$ cat config.mk
export PLATFORM = sky130hd
export DESIGN_NAME = l23_rd_stream_ctrl
export DESIGN_NICKNAME = d
export VERILOG_FILES = /design/src/rtl/l23_rd_stream_ctrl.sv
export SDC_FILE = /design/constraint.sdc
export NUM_CORES = 1
export LEC_CHECK = 0
export ABC_AREA = 1
export BUFFER_PORTS_ARGS = -buffer_cell sky130_fd_sc_hd__buf_4
export CAP_MARGIN = 20
export CORE_MARGIN = 3
export CORE_UTILIZATION = 50
export DETAILED_ROUTE_END_ITERATION = 10
export PLACE_DENSITY = 0.84
export SYNTH_ARGS = -nofsm -noshare
export SYNTH_HDL_FRONTEND = slang
export SYNTH_SLANG_ARGS = --single-unit
$ cat constraint.sdc
create_clock -name clk -period 2.2 [get_ports clk]
set_input_delay 0.44 -clock clk [delete_from_list [all_inputs] [get_ports clk]]
set_output_delay 0.44 -clock clk [all_outputs]
set_load 0.02 [all_outputs]
$ cat src/rtl/l23_rd_stream_ctrl.sv
// rtl/l23_rd_stream_ctrl.sv - packet buffer read side to AXI-Stream master, one character per beat
module l23_rd_stream_ctrl #(
  parameter int DATA_W = 8
) (
  input  logic              clk,
  input  logic              rst,
  input  logic              rd_greenflag,
  input  logic              tlast_flag,
  input  logic [DATA_W-1:0] ram_q,
  output logic              rd_char_incr,
  output logic              rd_char_setzero,
  output logic              rd_line_incr,
  output logic [DATA_W-1:0] m_axis_tdata,
  output logic              m_axis_tvalid,
  output logic              m_axis_tlast,
  input  logic              m_axis_tready
);

  typedef enum logic [1:0] {
    IDLE   = 2'd0,
    STREAM = 2'd1,
    DRAIN  = 2'd2,
    SETTLE = 2'd3
  } state_t;

  state_t            state;
  state_t            state_nxt;

  // One read in flight: RAM data arrives the cycle after issue.
  logic              inflight;
  logic              inflight_last;

  // Two-entry output FIFO; entry 0 is the head driving the stream.
  logic [1:0]        fifo_cnt;
  logic [DATA_W-1:0] fifo_data0;
  logic [DATA_W-1:0] fifo_data1;
  logic              fifo_last0;
  logic              fifo_last1;

  logic              pop;
  logic              push;
  logic              issue;
  logic              line_done;
  logic [2:0]        credit_used;

  // tvalid comes only from the registered FIFO count, never from tready.
  assign m_axis_tvalid = (fifo_cnt != 2'd0);
  assign m_axis_tdata  = fifo_data0;
  assign m_axis_tlast  = fifo_last0 & m_axis_tvalid;

  assign pop         = m_axis_tvalid & m_axis_tready;
  assign push        = inflight;
  // Slots already claimed after this cycle's pop; at most two may be outstanding.
  assign credit_used = {1'b0, fifo_cnt} + {2'b00, inflight} - {2'b00, pop};
  assign line_done   = (state == DRAIN) & pop & m_axis_tlast;

  // State register
  always_ff @(posedge clk) begin
    if (rst) begin
      state <= IDLE;
    end else begin
      state <= state_nxt;
    end
  end

  // Next-state logic; greenflag is only consulted in IDLE
  always_comb begin
    state_nxt = state;
    case (state)
      IDLE:    if (rd_greenflag) state_nxt = STREAM;
      STREAM:  if (issue && tlast_flag) state_nxt = DRAIN;
      DRAIN:   if (line_done) state_nxt = SETTLE;
      SETTLE:  state_nxt = IDLE;
      default: state_nxt = IDLE;
    endcase
  end

  // Output logic: read issue under credit, line release on the accepted tlast beat
  always_comb begin
    issue           = (state == STREAM) && (credit_used < 3'd2);
    rd_char_incr    = issue;
    rd_line_incr    = line_done;
    rd_char_setzero = line_done;
  end

  // In-flight read tracking; carries the end-of-line mark alongside the data
  always_ff @(posedge clk) begin
    if (rst) begin
      inflight      <= 1'b0;
      inflight_last <= 1'b0;
    end else begin
      inflight <= issue;
      if (issue) inflight_last <= tlast_flag;
    end
  end

  // Output FIFO; the head only changes on a pop, keeping tdata/tlast stable under backpressure
  always_ff @(posedge clk) begin
    if (rst) begin
      fifo_cnt   <= 2'd0;
      fifo_data0 <= '0;
      fifo_data1 <= '0;
      fifo_last0 <= 1'b0;
      fifo_last1 <= 1'b0;
    end else begin
      case ({push, pop})
        2'b10: begin
          if (fifo_cnt == 2'd0) begin
            fifo_data0 <= ram_q;
            fifo_last0 <= inflight_last;
          end else begin
            fifo_data1 <= ram_q;
            fifo_last1 <= inflight_last;
          end
          fifo_cnt <= fifo_cnt + 2'd1;
        end
        2'b01: begin
          fifo_data0 <= fifo_data1;
          fifo_last0 <= fifo_last1;
          fifo_cnt   <= fifo_cnt - 2'd1;
        end
        2'b11: begin
          if (fifo_cnt == 2'd1) begin
            fifo_data0 <= ram_q;
            fifo_last0 <= inflight_last;
          end else begin
            fifo_data0 <= fifo_data1;
            fifo_last0 <= fifo_last1;
            fifo_data1 <= ram_q;
            fifo_last1 <= inflight_last;
          end
        end
        default: begin
        end
      endcase
    end
  end

endmodule

==> results.yml, run 1 <==
floorplan:
  rows: 19
  start_util_pct: 53.08
  dieArea_sq_mm: 0.003641
  core_sq_mm: 0.002781
  ios: 26
  die_h_um: 60.34
  die_x_um: 60.34
clocking:
  cts_buffers: 3
  root_buffer: "clkbuf_4"
  cts_tree: "yes"
  path_clk_slew_ps: 140
  clkSinkCount: 24
  clock_latency_ps: 320
  htreeDepth: 1
  cts_buffer_depth: 2
finish:
  register_area_sq_um: 485.5
  final_util_pct: 64.60
  instances_no_fill: 284
  final_area_sq_mm: 0.001797
  drive_gt1_share_pct: 21.74
  syn2layout_area_growth_pct: 21.69
  diodes: 0
  multiInputGateArea_sq_um: 835.8
  layout.nets: 275
  n_fill_cell: 244
yosys:
  yosysSeqAreaShare_pct: 32.54
  yosys-top-cells-count: "40 x nand2_1, 34 x inv_1, 28 x o21ai_0"
  synth.most_common_cell: "nand2_1"
  yosysTopAreaCell: "dfxtp_1"
  synth_flop_cell: "dfxtp_1"
  yosys_warnings: 0
  syn_inst: 226
  synth-edff-count: 0
  yosysTopAreaCellShare_pct: 32.54
  synthTopCellsByArea: "dfxtp_1 33%, nand2_1 10%, o21ai_0 9.5%, inv_1 8.6%, a21oi_1 7.8%"
  synth-seq-cells: 24
  ys_async_sr_fraction_pct: 0
  synth.cell_area_sq_mm: 0.001476
  post_synth_num_cell_types: 22
  syn_avg_cell_area_sq_um: 6.533
  syn_nets: 247
detailed_routing:
  vias: 1433
  firstDrtPassIters: 4
  drt-wirelength-per-cell_um: 10.93
  viasPerCell: 5.046
  antenna_left: 0
  drtIter0Drc: 72
  drc: 0
  wirelength_um: 3105
timing:
  setup_ws_ps: -238.8
  finalHoldViolCount: 0
  finClkSkew_ps: 12.80
  fin_setup_tns_ps: -238.8
  min_period_ps: 2439
  rsz0062_at_grt: "true"
  max_freq_mhz: 410.0
  setup_viol: 1
  worst_pin_slew_ps: 610.6
  slew_viol_final: 0
  holdWs_ps: 302.0
  slew_headroom_pct: 59.29
  finalCritPeriodShare_pct: 110.9
placement:
  dp_slack_ps: 22.26
  dp_hpwl_um: 2312
  dp.cells: 279
  placed_area_sq_mm: 0.001727
  gp_congestion: 0.7917
  portBuffers: 25
global_route:
  grt_usage_pct: 18.50
  grt_pass1_wl_um: 5202
  first_global_vias: 1186
  grt_max_degree: 21
  grt_overflow: 0
  antenna_found_initial: 0
setup_path:
  cp-end-kind: "output port"
  worstPathBufferInverterCount: 5
  critPathTopFamily: "adder cells"
  setup.worst_path.start: "fifo_cnt[1]"
  timing.rr.start: "fifo_cnt[1]"
  crit_chain: "inv_2 > ha_4 > inv_4 > nand2_4 > nor2_4 > o21ai_2 > fa_1 > nand2_1 > inv_2 > nand3_2 > inv_2 > buf_6"
  worstSetupPathType: "flop to output port"
  cp.required_ps: 1760
  cp-start-kind: "flop"
  crit_top_cell: "inv_2"
  crit_fanout: 3
  max_stage_delay_ps: 480
  cpMaxStageDelayCell: "fa_1"
  arrival_ps: 2000
power_and_ir_drop:
  powerDensity_mw_per_mm2: 1144
  seqPwrFrac_pct: 33.7
  p_sw_uw: 878.7
  p_sw_share_pct: 42.73
  p_int_mw: 1.178
  p_clk_share_pct: 13.7
  power.total_mw: 2.056
  ir_drop_mv: 0.7549
  p_leak_nw: 0.8201
  combPwrFrac_pct: 52.6
job:
  max-cap-violations: 0
run_status:
  status: "finished with violations"
  violations: "negative setup slack"
worst_hold_path:
  holdCritStartpoint: "rst"
  holdCritPathClass: "primary input to flop"
## cell usage in the layout, fill, tap and decap left out, types with 2 or more instances in the layout
cell	instances
nor2_4	3
dfxtp_1	22
nor2_1	25
ha_1	6
nor3_1	9
clkbuf_4	3
nand2_1	40
o21ai_0	27
xor2_1	2
inv_1	30
inv_2	5
buf_4	32
a21oi_1	23
nand3_1	11
## power by group through the flow
stage	Sequential, mW	Combinational, mW	Clock [mW]
2_1_floorplan	0.778	0.674	0
3_3_place_gp	0.698	1.03	0
3_5_place_dp	0.704	1.06	0
4_1_cts	0.697	1.08	0.284
5_1_grt	0.713	1.23	0.303
6_report	0.693	1.08	0.282
## metal layers
layer / vias to the layer above / GRT usage (%) / routed length, um
met5: - / 0 / 0
met4: 0 / 3.797 / 12
met3: 2 / 2.553 / 168
met2: 42 / 30.09 / 1443
met1: 621 / 26.17 / 1479
li1: 768 / - / -
## area by class of cell
| class | count | area share [%] |
|---|---|---|
| multi-input cells | 156 | 46.52 |
| inverters | 36 | 7.660 |
| well taps | 31 | 2.159 |
| repair buffers | 33 | 14.00 |
| flip-flops and latches | 24 | 27.02 |
| clock buffers | 4 | 2.646 |
## logic make-up (layout without fill, tap and decap cells)
logic type	after synthesis	in the layout	synth area share, %
xor+xnor	2	2	1.187
fa+ha+maj	8	8	7.288
buf+inv	46	73	13.30
flops	24	24	32.54
compound gates	53	53	18.73
simple gates	93	93	26.95
## path summary, 6_finish.rpt
kind,end,slack (ps),depth (start not counted)
max reg2reg,state[0],170,14
min,fifo_cnt[0],300,2
min reg2reg,fifo_data1[5],500,2
max,rd_char_incr,-240,12
## flip-flops by register name (all words and copies together), names as in the netlist
name / flops
inflight: 1
state: 2
fifo_last1: 1
inflight_last: 1
fifo_data1: 8
fifo_last0: 1
m_axis_tdata: 8
fifo_cnt: 2
## repair_timing
| action | in CTS | in global routing |
|---|---|---|
| gates cloned | 0 | 0 |
| pin swaps | 3 | 0 |
| resized for setup | 4 | 1 |
| setup endpoints to repair | 1 | 2 |
| buffers inserted | 1 | 0 |
| hold buffers | 0 | 0 |
Power figures use the tool's default switching activity.
==> run 2: changes to the inputs <==
- BUFFER_PORTS_ARGS: -buffer_cell sky130_fd_sc_hd__buf_4 -> -buffer_cell sky130_fd_sc_hd__buf_2
- CORE_MARGIN: 3 -> 1
==> results.yml, run 2 (synthesis results as in run 1) <==
power_and_ir_drop:
  p_sw_share_pct: 43.57
  power.total_mw: 2.016
  ir_drop_mv: 0.7617
  p_int_mw: 1.138
  seqPwrFrac_pct: 34.2
  p_sw_uw: 878.5
  combPwrFrac_pct: 51.9
  p_leak_nw: 0.8138
  powerDensity_mw_per_mm2: 1157
  p_clk_share_pct: 13.9
job:
  max-cap-violations: 0
timing:
  slew_headroom_pct: 58.74
  setup_ws_ps: -280.5
  min_period_ps: 2481
  rsz0062_at_grt: "true"
  finClkSkew_ps: 10.12
  finalHoldViolCount: 0
  worst_pin_slew_ps: 618.9
  setup_viol: 1
  finalCritPeriodShare_pct: 112.8
  max_freq_mhz: 403.1
  slew_viol_final: 0
finish:
  syn2layout_area_growth_pct: 17.97
  final_common_cell: "nand2_1"
  layout.nets: 276
  n_fill_cell: 255
  diodes: 0
  layout_common_cells: "40 x nand2_1, 30 x inv_1, 27 x o21ai_0"
  final_area_sq_mm: 0.001742
  drive_gt1_share_pct: 21.65
floorplan:
  die_h_um: 56.34
  die_x_um: 56.34
  dieArea_sq_mm: 0.003174
  rows: 19
  start_util_pct: 53.08
  core_sq_mm: 0.002781
  ios: 26
placement:
  dp_hpwl_um: 2263
  gp_congestion: 0.7962
  placed_area_sq_mm: 0.001672
  portBuffers: 25
setup_path:
  cp.required_ps: 1760
  timing.rr.start: "fifo_cnt[0]"
  arrival_ps: 2040
  crit_fanout: 3
  cp-end-kind: "output port"
  r2r_end: "state[0]"
  r2r_setup_slack_ps: 150
  crit_end: "rd_char_incr"
  cp-start-kind: "flop"
  setup.worst_path.start: "fifo_cnt[0]"
  reg2reg_depth: 14
  worstSetupPathType: "flop to output port"
clocking:
  cts_buffer_depth: 2
  cts_tree: "yes"
  path_clk_slew_ps: 130
  cts_buffers: 3
  clock_latency_ps: 330
  ctsHoldBuffers: 0
  root_buffer: "clkbuf_4"
  clkSinkCount: 24
  htreeDepth: 1
run_status:
  violations: "negative setup slack"
  status: "finished with violations"
worst_hold_path:
  holdCritStartpoint: "rst"
  holdCritPathClass: "primary input to flop"
global_route:
  grt_max_degree: 21
  grt_overflow: 0
  grt_usage_pct: 20.61
  first_global_vias: 1299
  antenna_found_initial: 0
  grt_pass1_wl_um: 5299
detailed_routing:
  drtIter0Drc: 56
  antenna_left: 0
  firstDrtPassIters: 4
  wirelength_um: 3045
  drt-wirelength-per-cell_um: 10.68
  drc: 0
  viasPerCell: 5.046
  vias: 1438
[run 2: timing repair]
action,CTS,global route
buffers inserted,1,0
resized for setup,5,0
pin swaps,2,0
endpoints found under the setup margin,1,2
[run 2: how the worst min path moves through the flow]
stage	endpoint	slack [ps]	cells after the start
after floorplan	fifo_data1[0]	450	2
after global placement	fifo_data1[0]	460	2
after detailed placement	fifo_last1	470	2
after CTS	inflight	320	2
after global routing	inflight	320	2
final	inflight	320	2
[run 2: metal layers]
metal | vias to the layer above | GRT usage [%] | part of all wire (%)
met4 | 0 | 8.362 | 0.69
li1 | 769 | - | -
met3 | 2 | 2.765 | 4.5
met5 | - | 0 | 0
met1 | 638 | 25.82 | 48
met2 | 29 | 35.54 | 46
[run 2: metrics by stage]
stage / util (%) / hold WS, ps / cells / TNS, ps / setup WS, ps
finish: 62.62 / 323.5 / 285 / -280.5 / -280.5
global route: 62.62 / 321.3 / 285 / -396.6 / -391.4
CTS: 62.62 / 317.9 / 285 / -305.2 / -305.2
detailed placement: 60.10 / 470.8 / 280 / -53.74 / -53.74
global placement: 60.10 / 462.0 / 280 / 0 / 8.693
floorplan: - / 451.6 / 226 / 0 / 5.992
[run 2: layout make-up]
class	instances	area, sq um	area share (%)
inverters	36	137.6	7.902
flip-flops and latches	24	485.5	27.87
multi-input cells	156	833.3	47.84
well taps	31	38.79	2.227
clock buffers	4	47.55	2.730
repair buffers	34	198.9	11.42
[run 2: critical path, stage by stage (launching register included)]
cell and delay (ps):
dfxtp_4 370, inv_2 40, ha_4 170, inv_4 60, nand2_4 50, nor2_4 100
o21ai_2 70, fa_1 490, nand2_1 60, inv_2 60, nand3_2 80, inv_2 70
buf_6 110
[run 2: power by group through the flow]
stage               sequential [mW]  clock [mW]  combinational [mW]
global route                  0.711       0.296                1.18
CTS                           0.690       0.284                1.05
floorplan                     0.778           0               0.674
global placement              0.695           0               0.990
finish                        0.689       0.279                1.05
detailed placement            0.699           0                1.02
==> run 3: changes to the inputs <==
- RECOVER_POWER: not set -> 50
- SETUP_SLACK_MARGIN: not set -> 0.4
==> results.yml, run 3 (synthesis results as in run 1) <==
finish:
  layout.nets: 289
  layout_common_cells: "36 x nand2_1, 29 x inv_1, 26 x o21ai_0"
  diodes: 0
  n_fill_cell: 219
  multiInputGateArea_sq_um: 930.9
  instances_no_fill: 298
  syn2layout_area_growth_pct: 32.20
  final_area_sq_mm: 0.001952
  final_common_cell: "nand2_1"
  drive_gt1_share_pct: 29.21
  register_area_sq_um: 486.7
  final_util_pct: 70.18
placement:
  dp_slack_ps: -8.453
  dp_hpwl_um: 2308
  placed_area_sq_mm: 0.001675
  gp_congestion: 0.7956
  dp.cells: 279
  portBuffers: 25
worst_hold_path:
  holdCritPathClass: "primary input to flop"
power_and_ir_drop:
  powerDensity_mw_per_mm2: 1196
  p_leak_nw: 0.8666
  ir_drop_mv: 0.8471
  power.total_mw: 2.334
floorplan:
  rows: 19
  die_h_um: 56.34
  start_util_pct: 53.08
  ios: 26
  dieArea_sq_mm: 0.003174
  core_sq_mm: 0.002781
  die_x_um: 56.34
detailed_routing:
  firstDrtPassIters: 4
  drtIter0Drc: 132
  antenna_left: 0
  drt-wirelength-per-cell_um: 13.96
  drc: 0
  wirelength_um: 4160
  vias: 1622
  viasPerCell: 5.443
timing:
  rsz0062_at_grt: "true"
  holdWs_ps: 305.3
  fin_setup_tns_ps: -1274
  slew_headroom_pct: 44.96
  max_freq_mhz: 394.1
  slew_viol_final: 0
  setup_viol: 4
  setup_ws_ps: -337.2
  finalHoldViolCount: 0
  worst_pin_slew_ps: 825.6
  finClkSkew_ps: 11.41
  finalCritPeriodShare_pct: 115.3
  min_period_ps: 2537
clocking:
  root_buffer: "clkbuf_4"
  htreeDepth: 1
  path_clk_slew_ps: 150
  clock_latency_ps: 340
  ctsHoldBuffers: 0
  cts_buffers: 3
  cts_buffer_depth: 2
  cts_tree: "yes"
  clkSinkCount: 24
global_route:
  met1_usage_pct: 31.38
  first_global_vias: 1320
  gr-max-usage-layer: "met2"
  grt_pass1_wl_um: 5989
  grt_max_degree: 21
  grt_overflow: 0
  grt_usage_pct: 23.91
  met2_usage_pct: 38.61
  antenna_found_initial: 0
  grtUsageMet3_pct: 4.378
setup_path:
  cp-start-kind: "flop"
  crit_fanout: 4
  crit_chain: "inv_4 > ha_4 > clkinv_4 > nand2_4 > nor2_4 > o21ai_2 > fa_1 > nand2_1 > inv_2 > buf_6 > buf_6 > buf_6 > buf_6 > buf_6 > nand4_1 > nand2_2 > nand3_1 > nand2_1 > nor2_1"
  crit_top_cell: "buf_6"
  cpMaxStageDelayCell: "fa_1"
  cp-end-kind: "flop"
  arrival_ps: 2790
  cp.required_ps: 2450
  critPathTopFamily: "simple AND/OR/NAND/NOR gates"
  worstPathBufferInverterCount: 8
  worstSetupPathType: "flop to flop"
  max_stage_delay_ps: 480
run_status:
  violations: "negative setup slack"
  status: "finished with violations"
job:
  max-cap-violations: 0
-- run 3: changes by cell type in the layout (fill, tap and decap cells not counted), sizes merged --
| cell | change |
|---|---|
| clkbuf | +8 |
| inv | -1 |
| clkinv | +1 |
| buf | +2 |
| o21ai | +3 |
-- run 3: cell type report --
cell class	instances	area share [%]
Multi-Input combinational cell	159	47.69
Sequential cell	24	24.94
Timing Repair Buffer	44	15.64
Inverter	36	7.308
Clock buffer	4	2.436
Tap cell	31	1.987
-- run 3: path summary, 6_finish.rpt --
kind | to | cells after the start | start | slack [ps]
max | state[0] | 19 | fifo_cnt[0] | -340
min | inflight | 2 | rst | 310
max reg2reg | state[0] | 19 | fifo_cnt[0] | -340
min reg2reg | inflight_last | 2 | inflight_last | 500
-- run 3: per-layer routing --
layer	vias up	part of all wire [%]
li1	802	-
met2	70	50
met4	0	3.1
met5	-	0
met3	19	6.7
met1	731	40
-- run 3: repair_timing --
item,CTS,global route
endpoints found under the setup margin,16,26
cloned,0,3
pin swaps,3,5
hold endpoints to repair,0,0
setup buffers,11,1
gates resized for setup,19,20
-- run 3: where the power goes --
group	switching [mW]	leakage (nW)	total [mW]	internal, mW
logic	0.803	0.643	1.33	0.526
clock network	0.153	0.0261	0.292	0.139
registers	0.113	0.198	0.714	0.600
